==> config.mk <==
export PLATFORM = sky130hd
export DESIGN_NAME = uart_msg_scheduler
export DESIGN_NICKNAME = d
export VERILOG_FILES = /design/src/rtl/uart_msg_scheduler.sv
export SDC_FILE = /design/constraint.sdc
export NUM_CORES = 1
export LEC_CHECK = 0
export BUFFER_PORTS_ARGS = -buffer_cell sky130_fd_sc_hd__buf_2
export CORE_MARGIN = 2
export CORE_UTILIZATION = 55
export CTS_CLUSTER_DIAMETER = 50
export DETAILED_ROUTE_END_ITERATION = 8
export PLACE_DENSITY = 0.82
export REMOVE_ABC_BUFFERS = 1
export SYNTH_ARGS = -nofsm -noshare
export SYNTH_HDL_FRONTEND = slang
export SYNTH_SLANG_ARGS = --single-unit
==> constraint.sdc <==
create_clock -name clk_i -period 2 [get_ports clk_i]
set_clock_uncertainty 0.2 [all_clocks]
set_input_delay 0.2 -clock clk_i [delete_from_list [all_inputs] [get_ports clk_i]]
set_output_delay 0.2 -clock clk_i [all_outputs]
set_load 0.01 [all_outputs]
==> src/rtl/uart_msg_scheduler.sv <==
// Two-requester round-robin message sequencer for the shared ROM + UART transmit path.
// Walks the granted message's ROM addresses and holds start_o until busy_i acknowledges it.
module uart_msg_scheduler #(
  parameter int ADDR_W      = 4,
  parameter int LEN_W       = 4,
  parameter int ACK_TIMEOUT = 255,
  parameter int GAP_CYCLES  = 2
) (
  input  logic              clk_i,
  input  logic              reset_i,
  input  logic [1:0]        req_i,
  input  logic [ADDR_W-1:0] base0_i,
  input  logic [ADDR_W-1:0] base1_i,
  input  logic [LEN_W-1:0]  len0_i,
  input  logic [LEN_W-1:0]  len1_i,
  input  logic              busy_i,
  output logic [ADDR_W-1:0] addr_o,
  output logic              start_o,
  output logic [1:0]        grant_o,
  output logic [1:0]        done_o,
  output logic              err_o,
  output logic              idle_o
);

  localparam int TMO_W    = (ACK_TIMEOUT > 1) ? $clog2(ACK_TIMEOUT + 1) : 1;
  localparam int TMO_LAST = (ACK_TIMEOUT > 1) ? ACK_TIMEOUT - 1 : 0;
  localparam int GAP_W    = (GAP_CYCLES > 1) ? $clog2(GAP_CYCLES + 1) : 1;
  localparam int GAP_LAST = (GAP_CYCLES > 1) ? GAP_CYCLES - 1 : 0;

  typedef enum logic [2:0] {
    S_IDLE, S_ARB, S_LOAD, S_START, S_WAIT, S_NEXT, S_GAP
  } state_t;

  state_t             state;
  logic [1:0]         pend;
  logic               last;
  logic [LEN_W-1:0]   rem;
  logic [TMO_W-1:0]   tmo_cnt;
  logic [GAP_W-1:0]   gap_cnt;
  logic               win;
  logic [LEN_W-1:0]   win_len;

  // Both pending: the one not served last wins; reset leaves last=1 so requester 0 goes first.
  always_comb begin
    win = 1'b0;
    if (pend == 2'b11) win = ~last;
    else               win = pend[1] & ~pend[0];
    win_len = win ? len1_i : len0_i;
  end

  assign idle_o = (state == S_IDLE) && (pend == 2'b00);

  always_ff @(posedge clk_i) begin
    if (reset_i) begin
      state   <= S_IDLE;
      pend    <= 2'b00;
      last    <= 1'b1;
      rem     <= '0;
      tmo_cnt <= '0;
      gap_cnt <= '0;
      addr_o  <= '0;
      start_o <= 1'b0;
      grant_o <= 2'b00;
      done_o  <= 2'b00;
      err_o   <= 1'b0;
    end else begin
      done_o <= 2'b00;
      pend   <= pend | req_i;
      case (state)
        S_IDLE: if (pend != 2'b00) state <= S_ARB;
        S_ARB: begin
          // A request landing on the grant cycle re-arms the flag.
          pend    <= (pend & ~(2'b01 << win)) | req_i;
          last    <= win;
          grant_o <= 2'b01 << win;
          addr_o  <= win ? base1_i : base0_i;
          rem     <= win_len;
          gap_cnt <= '0;
          if (win_len == '0) begin
            done_o <= 2'b01 << win;
            state  <= S_GAP;
          end else begin
            state  <= S_LOAD;
          end
        end
        S_LOAD: begin
          start_o <= 1'b1;
          tmo_cnt <= '0;
          state   <= S_START;
        end
        S_START: begin
          if (busy_i) begin
            start_o <= 1'b0;
            state   <= S_WAIT;
          end else if (tmo_cnt == TMO_W'(TMO_LAST)) begin
            start_o <= 1'b0;
            err_o   <= 1'b1;
            done_o  <= grant_o;
            gap_cnt <= '0;
            state   <= S_GAP;
          end else begin
            tmo_cnt <= tmo_cnt + 1'b1;
          end
        end
        S_WAIT: if (!busy_i) state <= S_NEXT;
        S_NEXT: begin
          rem    <= rem - 1'b1;
          addr_o <= addr_o + 1'b1;
          if (rem == LEN_W'(1)) begin
            done_o  <= grant_o;
            gap_cnt <= '0;
            state   <= S_GAP;
          end else begin
            state   <= S_LOAD;
          end
        end
        S_GAP: begin
          if (gap_cnt == GAP_W'(GAP_LAST)) begin
            grant_o <= 2'b00;
            state   <= S_IDLE;
          end else begin
            gap_cnt <= gap_cnt + 1'b1;
          end
        end
        default: state <= S_IDLE;
      endcase
    end
  end

endmodule

# After elaboration in Yosys (flattened, before gate mapping)
# Index checks and enable logic that the tools add are counted.
[op_classes]
shift = 1
n_bitwise = 8
n_eq_ne = 19
n_addsub = 4
reduce_logical = 15
n_mux = 32
[ops]
columns = ["op", "n"]
rows = [
  ["3-bit two-way mux", 7],
  ["3-bit one-hot mux with 7 select lines", 1],
  ["2-bit two-way mux", 10],
  ["8-bit two-way mux", 2],
  ["4-bit one-hot mux with 2 select lines", 2],
  ["8-bit one-hot mux with 2 select lines", 1],
  ["2-bit inequality test, second input constant", 7],
  ["3-bit equality test, second input constant", 3],
  ["8-bit by 1-bit adder with 8-bit output, second input constant", 1],
  ["8-bit equality test, second input constant", 1],
  ["4-bit two-way mux", 2],
  ["2-bit one-hot mux with 4 select lines", 1],
  ["2-bit nonzero test", 4],
  ["3-bit by 2-bit equality test with 1-bit output, second input constant", 2],
  ["2-bit one-hot mux with 3 select lines", 1],
  ["3-bit AND reduction", 2],
  ["5-bit AND reduction", 1],
  ["4-bit by 1-bit adder with 4-bit output, second input constant", 1],
  ["4-bit by 1-bit equality test with 1-bit output, second input constant", 1],
  ["4-bit logical NOT", 1],
  ["2-bit bitwise OR", 2],
  ["2-bit one-hot mux with 2 select lines", 1],
  ["2-bit AND reduction", 2],
  ["4-bit AND reduction", 1],
  ["other kinds (18)", 22],
]
[word_totals]
out_inout_bits = 11
in_bits = 21
wordCells = 90
ff_bits = 30

# Longest topological paths before layout
[logic_depth]
word_depth = 8
ltp_mapped = 7
ltp_nobuf = 6

# Worst setup path before layout
# Ideal clock, no wire load.
[synth_path]
path_type = "reg2reg"
from = "register tmo_cnt[0]"
to = "register tmo_cnt[6]"
required_time_ps = 1679
path_buffers = 1
setup_ps = 121
path_stages_with_launch = 8
arrival_ps = 1434
setup_slack_ps = 245
period_less_slack_ps = 1755
cell_sequence = "dfxtp_1 > inv_1 > ha_1 > and3_1 > buf_2 > nor4_1 > xnor2_1 > nor2_1"
[synth_via]
elab_chain_cells = 4
elab_cells_between_ends = 7
classes_between = "add/sub: 1; eq/ne: 2; mux: 3; reduce/logical: 1"
[synth_rtl]
columns = ["item", "line_no", "source"]
rows = [
  ["start: declaration", "38", "logic [TMO_W-1:0] tmo_cnt;"],
  ["start signal: assignment", "102", "tmo_cnt <= tmo_cnt + 1'b1;"],
  ["8-bit by 1-bit adder with 8-bit output", "102", ""],
  ["8-bit two-way mux", "95", "end else if (tmo_cnt == TMO_W'(TMO_LAST)) begin"],
  ["8-bit two-way mux", "92", "if (busy_i) begin"],
  ["8-bit one-hot mux with 2 select lines", "69", "case (state)"],
]
# Several ways; a longest one is shown, not always the timed one. The select of a mux whose other input is x is not followed.
# A chain may end at the register's enable or synchronous reset.

# Worst setup path after layout
[layout_path]
from = "register state[1]"
to = "output idle_o"
[layout_via]
elab_chain_cells = 2
[layout_rtl]
columns = ["item", "line_no", "source"]
rows = [
  ["start: declaration", "34", "state_t state;"],
  ["start signal: assignment", "55", "state <= S_IDLE;"],
  ["start signal: assignment", "70", "S_IDLE: if (pend != 2'b00) state <= S_ARB;"],
  ["start signal: assignment", "81", "state <= S_GAP;"],
  ["3-bit logical NOT", "51", "assign idle_o = (state == S_IDLE) && (pend == 2'b00);"],
  ["1-bit logical AND", "51", ""],
  ["end: declaration", "22", "output logic idle_o"],
]
# No other way between the ends.

==> results by group <==
Setup path
  – Reg2reg setup slack: 0.15 ns
  – Worst Setup Path Type: reg -> out
  – Critical Path Start Type: register
  – CP endpoint kind: primary output
  – Worst path required time: 1.60 ns
  – CP max FO: 15
  – Worst Path Arrival: 1.52 ns

Timing
  – F_max: 0.522 GHz
  – Max-slew violation total from the final report: 0
  – Min Tclk post-route: 1.92 ns
  – Setup violations, final: 0
  – Worst-Margin Slew: 0.487 ns
  – Setup TNS: 0 ns
  – Hold Fails Final Rpt: 0
  – Period utilisation layout: 95.8%
  – Max_slew headroom: 67.5%
  – Fin Hold WS: 0.00595 ns
  – RSZ-0062 raised after global routing: no

Place
  – Detailed Place HPWL: 2840 um
  – Area after DPL: 1980 sq um
  – Port bufs: 31
  – Placed cell count: 272
  – GP Congestion: 0.871

Die
  – Num ports: 32
  – # rows: 20
  – Die area: 3690 sq um
  – Die X: 60.8 um
  – Core box area: 3050 sq um
  – Die H: 60.8 um
  – Starting Density: 58.1%

Pwr
  – P per Cell Area: 871 nW/um^2
  – Max IR drop VDD: 611 uV
  – Cell leakage power: 0.812 nW

Run
  – Maxcap violations: 0

Synth
  – Avg Inst Size Synth: 8.86 sq um
  – Most common flop cell mapped by yosys: dfxtp_1
  – Yosys warns: 0
  – Number of synthesized flops with an enable pin: 0
  – Sequential area share after synthesis: 33.9%
  – Synth cell types: 50
  – Async set or reset register ratio after synthesis: 0%
  – Cells after Synth: 200
  – Post-Syn Area: 1770 sq um
  – Post-synthesis register bit count: 30

Detailed routing
  – Via Count: 1576
  – Pre-antenna DRT Iters: 4
  – Uppermost layer routed: met4
  – Starting DRT DRC Count: 86
  – Post-route DRC: 0
  – WL/cell: 13.4 um
  – DR vias/cell: 5.55
  – Drt total wl: 3810 um
  – Metal1 wirelength: 1830 um
  – Routed Antenna Nets: 0
  – Routed length on met3: 145 um
  – DR WL met2: 1780 um

Finish
  – Final cell count without fillers: 284
  – Most frequent cells in the layout: 31 x buf_2, 29 x dfxtp_1, 22 x a21oi_1
  – Commonest non-fill, non-tap cell in the layout: buf_2
  – Ratio of cells with drive above 1 in the final layout: 26.3%
  – Fin area: 2090 sq um
  – N_diodes: 0
  – Area delta synth->final: 18.0%
  – Fin nets: 266

Clock tree
  – Sinks on Clock Net: 30
  – Clock buffer depth: 2
  – Clk slew on worst S/H paths: 0.10 ns
  – Clock Latency Late Sink: 0.33 ns
  – Root Driver: clkbuf_4
  – TritonCTS clock tree: yes
  – H-tree depth: 2
  – CTS Buf Count: 5

Hold path
  – Hold Path Class: in -> reg

Global routing
  – Number of global-route vias before repair: 1375
  – First-pass GRT wire length: 6230 um
  – Largest net degree at the start of global routing: 20
  – Antenna violations before repair: 0
  – GRT overflow: 0
  – Total track usage: 22.9%

Outcome
  – Result of the run: finished clean
[through the flow]
step	total power [mW]	setup slack [ns]	util [%]
2_1_floorplan	1.20	0.167	-
3_3_place_gp	1.41	0.212	64.9
3_5_place_dp	1.43	0.170	64.9
5_1_grt	1.94	0.00441	68.5
4_1_cts	1.83	0.0649	68.5
6_report	1.82	0.0839	68.5
[critical path: stages, from the launching register on]
cell and delay, ns:
dfxtp_1 0.47, nor2_1 0.21, nor4b_2 0.31, buf_2 0.19
[cell usage after synthesis (2+ instances only)]
cell type	number	share of area (%)
nand2b_1	5	1.8
nor4_1	2	0.71
dfxtp_1	30	34
o21ai_0	8	2.3
a2111oi_4	2	3.1
nand4_1	2	0.71
nand4b_1	2	0.99
inv_1	10	2.1
a31oi_1	3	1.1
or4_1	2	0.85
a211o_1	2	0.99
mux2_2	5	3.2
buf_4	3	1.3
nor2b_1	2	0.71
a21o_1	3	1.3
mux2i_1	5	2.8
clkbuf_1	3	0.64
o21ai_1	2	0.56
xnor2_1	8	4.0
a21oi_1	22	6.2
nor2_1	13	2.8
nand3b_1	4	1.7
nand3_1	6	1.7
nand2_1	12	2.5
a211oi_1	7	3.0
or3_1	2	0.71
buf_2	5	1.4
ha_1	6	4.2
and3_1	3	1.1
[final cells by class]
cell class / instances / area (sq um)
multi-input cells: 148 / 1070
fillers: 268 / 961
flip-flops and latches: 30 / 602
repair buffers: 44 / 263
well taps: 44 / 55.1
clock buffers: 6 / 51.3
inverters: 10 / 37.5
clock inverters: 2 / 12.5
[report_power, final]
| group | switching (mW) | internal [mW] |
|---|---|---|
| clock | 0.219 | 0.169 |
| combinational | 0.316 | 0.310 |
| sequential | 0.125 | 0.683 |
[cells by family (layout without fill, tap and decap cells)]
logic type	Yosys count	in the layout	share of synthesized area (%)
AO/OA/AOI/OAI	58	58	22.8
XOR/XNOR	8	8	3.95
multiplexers	10	10	6.00
flip-flops	30	30	33.9
buffers and inverters	22	62	6.07
AND/OR/NAND/NOR	66	66	23.1
adder cells (fa/ha/maj)	6	6	4.23
[registers in the layout, summed over array words and instances, names as in the netlist]
register and cells:
err_o 1, start_o 1, tmo_cnt 8, grant_o 2, done_o 2, addr_o 4
gap_cnt 2, pend 2, state 3, last 1, rem 4
[path summary, 6_finish.rpt]
path / depth (start not counted) / start / to
worst max-delay path: 3 / state[1] / idle_o
worst min-delay path: 3 / base1_i[2] / addr_o[2]
worst min register to register: 2 / err_o / err_o
worst max register to register: 6 / tmo_cnt[0] / tmo_cnt[6]
[timing repair]
action	CTS	global route
hold buffers	4	0
hold endpoints to repair	6	0
buffers inserted	0	0
setup endpoints to repair	1	3
gates resized for setup	1	1
cloned	0	0
[metal layers]
metal  GRT usage [%]  up-vias
met5               0        -
met3            5.76        8
met2            37.2       38
li1                -      807
met1            29.5      723
met4            8.39        0
Note: power is estimated with default switching activity, not from simulation.
